[src/rtl/uart_rx_frame.sv]
// Parametrised UART receiver: 2-flop synchroniser, false-start rejection, optional parity,
// 1 or 2 stop bits, and a valid/ready holding register with overrun reporting.
module uart_rx_frame #(
    parameter int CLK_F     = 50_000_000,
    parameter int UART_BPS  = 115200,
    parameter int DATA_BITS = 8,
    parameter int PARITY    = 0,
    parameter int STOP_BITS = 1
) (
    input  logic                 clk,
    input  logic                 rst,
    input  logic                 uart_rxd,
    output logic [DATA_BITS-1:0] uart_data_out,
    output logic                 uart_valid,
    input  logic                 uart_ready,
    output logic                 parity_err,
    output logic                 frame_err,
    output logic                 overrun
);
    localparam int CLK_GOAL = CLK_F / UART_BPS;
    localparam int CNT_W    = (CLK_GOAL > 1) ? $clog2(CLK_GOAL) : 1;
    localparam logic [CNT_W-1:0] MID       = CNT_W'(CLK_GOAL / 2);
    localparam logic [CNT_W-1:0] LAST      = CNT_W'(CLK_GOAL - 1);
    localparam logic [3:0]       LAST_DATA = 4'(DATA_BITS - 1);
    localparam logic [3:0]       LAST_STOP = 4'(STOP_BITS - 1);

    generate
        if (CLK_GOAL < 4) begin : g_bad_goal
            $error("uart_rx_frame: CLK_F / UART_BPS must be >= 4");
        end
        if (DATA_BITS < 5 || DATA_BITS > 9) begin : g_bad_bits
            $error("uart_rx_frame: DATA_BITS must be 5..9");
        end
        if (PARITY < 0 || PARITY > 2) begin : g_bad_par
            $error("uart_rx_frame: PARITY must be 0, 1 or 2");
        end
        if (STOP_BITS != 1 && STOP_BITS != 2) begin : g_bad_stop
            $error("uart_rx_frame: STOP_BITS must be 1 or 2");
        end
    endgenerate

    typedef enum logic [2:0] {S_IDLE, S_START, S_DATA, S_PARITY, S_STOP} state_t;

    state_t               state_q;
    logic [1:0]           sync_q;
    logic                 prev_q;
    logic [CNT_W-1:0]     cnt_q;
    logic [3:0]           idx_q;
    logic [DATA_BITS-1:0] shift_q;
    logic                 par_q;
    logic                 ferr_q;

    logic rxd_s, start_edge_d, sample_d, bit_end_d, perr_d;

    assign rxd_s        = sync_q[1];
    assign start_edge_d = prev_q & ~rxd_s;
    assign sample_d     = (cnt_q == MID);
    assign bit_end_d    = (cnt_q == LAST);

    always_comb begin
        perr_d = 1'b0;
        if (PARITY == 1)
            perr_d = ~(^shift_q ^ par_q);
        else if (PARITY == 2)
            perr_d = ^shift_q ^ par_q;
    end

    always_ff @(posedge clk or posedge rst) begin
        if (rst) begin
            state_q       <= S_IDLE;
            sync_q        <= 2'b11;
            prev_q        <= 1'b1;
            cnt_q         <= '0;
            idx_q         <= '0;
            shift_q       <= '0;
            par_q         <= 1'b0;
            ferr_q        <= 1'b0;
            uart_data_out <= '0;
            uart_valid    <= 1'b0;
            parity_err    <= 1'b0;
            frame_err     <= 1'b0;
            overrun       <= 1'b0;
        end else begin
            sync_q  <= {sync_q[0], uart_rxd};
            prev_q  <= rxd_s;
            overrun <= 1'b0;
            cnt_q   <= (state_q == S_IDLE || bit_end_d) ? '0 : cnt_q + 1'b1;
            // Acceptance; a completing frame below overrides this with a fresh load.
            if (uart_valid && uart_ready)
                uart_valid <= 1'b0;

            case (state_q)
                S_IDLE: begin
                    if (start_edge_d) begin
                        state_q <= S_START;
                        idx_q   <= '0;
                        ferr_q  <= 1'b0;
                    end
                end
                S_START: begin
                    if (sample_d && rxd_s)
                        state_q <= S_IDLE;
                    else if (bit_end_d)
                        state_q <= S_DATA;
                end
                S_DATA: begin
                    // LSB arrives first, so after DATA_BITS right-shifts it sits at bit 0.
                    if (sample_d)
                        shift_q <= {rxd_s, shift_q[DATA_BITS-1:1]};
                    if (bit_end_d) begin
                        if (idx_q == LAST_DATA) begin
                            idx_q   <= '0;
                            state_q <= (PARITY != 0) ? S_PARITY : S_STOP;
                        end else begin
                            idx_q <= idx_q + 1'b1;
                        end
                    end
                end
                S_PARITY: begin
                    if (sample_d)
                        par_q <= rxd_s;
                    if (bit_end_d)
                        state_q <= S_STOP;
                end
                S_STOP: begin
                    if (sample_d && idx_q == LAST_STOP) begin
                        state_q <= S_IDLE;
                        if (!uart_valid || uart_ready) begin
                            uart_data_out <= shift_q;
                            parity_err    <= perr_d;
                            frame_err     <= ferr_q | ~rxd_s;
                            uart_valid    <= 1'b1;
                        end else begin
                            overrun <= 1'b1;
                        end
                    end else begin
                        if (sample_d && !rxd_s)
                            ferr_q <= 1'b1;
                        if (bit_end_d)
                            idx_q <= idx_q + 1'b1;
                    end
                end
                default: state_q <= S_IDLE;
            endcase
        end
    end
endmodule

[config.mk]
export PLATFORM = sky130hd
export DESIGN_NAME = uart_rx_frame
export DESIGN_NICKNAME = d
export VERILOG_FILES = /design/src/rtl/uart_rx_frame.sv
export SDC_FILE = /design/constraint.sdc
export NUM_CORES = 1
export LEC_CHECK = 0
export ABC_AREA = 1
export BUFFER_PORTS_ARGS = -buffer_cell sky130_fd_sc_hd__buf_2
export CORE_MARGIN = 2
export CORE_UTILIZATION = 40
export DETAILED_ROUTE_END_ITERATION = 12
export PLACE_DENSITY = 0.55
export SYNTH_ARGS = -nofsm -noshare
export SYNTH_HDL_FRONTEND = slang
export SYNTH_SLANG_ARGS = --single-unit
export TNS_END_PERCENT = 5
[constraint.sdc]
create_clock -name clk -period 2.3 [get_ports clk]
set_input_delay 0.345 -clock clk [delete_from_list [all_inputs] [get_ports clk]]
set_output_delay 0.345 -clock clk [all_outputs]
set_load 0.01 [all_outputs]
==> qor.yml <==
placement:
  dp_hpwl_um: 2330
  place_inst: 282
  globalplace.congestion: 0.753
  port_buffers: 14
cts:
  clk_pin_slew_worst_paths_ps: 70
  clk_latency_ps: 290
  cts_tree: "done"
  cts.repair.resized: 0
  ctsRootBufferMaster: "clkbuf_8"
  numCtsBuffers: 5
  postCtsHoldBufs: 0
  ctsLongestPathBuffers: 2
  cts_setup_buffers: 0
  cts_max_level: 2
  cts_sinks: 39
route:
  wl_per_cell_um: 11.3
  vias: 1398
  drc: 0
  routed_via_density: 4.82
  routed_wl_um: 3280
  dr.first_iter.drc_count: 57
  first_pass_iters: 4
  ant_nets: 0
global_route:
  antenna_found_initial: 0
  grt_pass1_wl_um: 6080
  grt_pass1_vias: 1365
  grt_use_total: 0.145
  grt_start_max_net_pins: 40
  grt-ovfl-total: 0
timing:
  tns_ps: 0
  hold_viol_final: 0
  slew_violations: 0
  fin_crit_sh: 0.707
  setup_viol: 0
  fin_crit_ps: 1630
  skew_ps: 5.40
  rsz0062_at_grt: "false"
  max_freq_mhz: 615
floorplan:
  die_height_um: 73.1
  initial_utilization: 0.409
  top_level_ports: 16
  fp.dieW_um: 73.1
  core_um2: 4660
  fp-row-count: 25
  dieArea_um2: 5340
power:
  p_sw_uw: 625
  swShare: 0.352
  peakVddDrop_mv: 0.384
  power_per_cell_area_nw_per_um2: 844
  p_clk_frac: 0.244
  p_seq_frac: 0.468
  p_int_mw: 1.15
  power_leakage_nw: 1.02
  combPwrFrac: 0.287
critical_path:
  critical_path_class: "flop to flop"
  rrSetupSlack_ps: 670
  worstSetupStartpoint: "idx_q[0]"
  cp_data_arrival_time_ps: 1800
  reg2regPathDepth: 8
  startpoint_type: "flop"
  worstPathRequired_ps: 2480
  r2r-end: "state_q[0]"
  endpoint: "state_q[0]"
  r2r-start: "idx_q[0]"
  critPathCaptureType: "flop"
  crit_fanout: 5
synth:
  syn-cell-area_um2: 1910
  avgSynthCellArea_um2: 8.83
  synth-async-reset-ratio: 1.00
  ys_ff_latch: 39
  yosysWarnings: 0
  synth_cell_types: 32
  synth-edff-count: 0
  netlist_instances: 216
  syn-num-nets: 224
  synth_ff_type: "dfrtp_1"
  synth_seq_area_share: 0.513
finish:
  fin_cells: 290
  drive_above_1_share: 0.203
  synthToLayoutAreaGrowth_pct: 10.3
  final_nets: 243
  multiInputGateArea_um2: 782
  n_antenna_cell: 0
  final_cell_mix: "55 x nand2_1, 36 x dfrtp_1, 29 x inv_1"
  layout_commonest_cell: "nand2_1"
  n_fill_cell: 469
  seqCellArea_um2: 980
outcome:
  run_status: "completed"
run:
  cap_violations: 0
min_path:
  hold_class: "input port to flop"
how the worst min path moves through the flow:
stage / slack [ps] / startpoint / depth (start not counted) / endpoint
5_1_grt: 140 / uart_rxd / 1 / sync_q[0]
6_report: 150 / uart_rxd / 1 / sync_q[0]
4_1_cts: 140 / uart_rxd / 1 / sync_q[0]
2_1_floorplan: 350 / sync_q[0] / 0 / sync_q[1]
3_5_place_dp: 350 / sync_q[0] / 0 / sync_q[1]
3_3_place_gp: 350 / sync_q[0] / 0 / sync_q[1]
worst max-delay path: stages, from the launching register on:
cell and delay (ps):
dfrtp_1 420, inv_1 70, ha_1 160, nor3b_4 280, nand3_2 160, a21oi_2 230
nand2_1 90, nand2_1 60, nand2_1 40
through the flow:
step	setup slack [ps]	instance area [um^2]	power, mW	hold slack [ps]	utilization
detailed placement	697	2020	1.35	348	0.434
finish	673	2100	1.78	151	0.452
CTS	688	2100	1.80	142	0.452
global route	489	2100	1.94	139	0.452
floorplan	882	1910	1.25	345	-
global placement	682	2020	1.36	346	0.434
cells by family (layout without fill, tap and decap cells):
group           count (synthesis)  after routing  share of synthesized area
simple gates                  110            110                      0.285
xor+xnor                        2              2                    0.00918
flops                          39             39                      0.513
compound gates                 26             26                     0.0872
fa+ha+maj                       4              4                     0.0262
other cells                     1              1                    0.00197
buf+inv                        34             54                     0.0767
synthesized netlist by cell type (2+ instances only):
| cell type | number | share of area |
|---|---|---|
| nand2_1 | 55 | 0.11 |
| dfrtp_1 | 36 | 0.47 |
| inv_1 | 29 | 0.057 |
| nand3_1 | 15 | 0.039 |
| nor2_1 | 13 | 0.026 |
| o21ai_1 | 11 | 0.029 |
| o21ai_2 | 7 | 0.032 |
| nor3_1 | 6 | 0.016 |
| nand2_2 | 5 | 0.016 |
| a21oi_1 | 4 | 0.010 |
| ha_1 | 4 | 0.026 |
| nor3b_1 | 4 | 0.016 |
| dfstp_2 | 3 | 0.041 |
| buf_6 | 2 | 0.012 |
| inv_2 | 2 | 0.0039 |
| nand4_1 | 2 | 0.0066 |
| nor2_4 | 2 | 0.012 |
| o21ai_0 | 2 | 0.0052 |
routing by layer:
layer	GRT usage	routed length (um)	vias up
li1	-	-	723
met1	0.199	1720	650
met2	0.218	1420	21
met3	0.0387	91	4
met4	0.0576	51	0
met5	0	0	-
power groups by stage:
| stage | clock [mW] | sequential [mW] | combinational (mW) |
|---|---|---|---|
| finish | 0.434 | 0.831 | 0.510 |
| global route | 0.488 | 0.845 | 0.607 |
| CTS | 0.455 | 0.831 | 0.511 |
| detailed placement | 0 | 0.842 | 0.511 |
| global placement | 0 | 0.842 | 0.513 |
| floorplan | 0 | 0.826 | 0.420 |
state kept, by name (all words and copies together), names as in the netlist:
register / count
ferr_q: 1
cnt_q: 9
state_q: 3
overrun: 1
frame_err: 1
sync_q: 2
prev_q: 1
uart_data_out: 8
idx_q: 4
shift_q: 8
uart_valid: 1
final cells by class:
cell class	count	area share
timing repair buffer	15	0.0369
sequential	39	0.466
inverter	31	0.0553
multi-input combinational	143	0.372
clock buffer	7	0.0363
tap	54	0.0321
clock inverter	1	0.00238
Power figures use the tool's default switching activity.
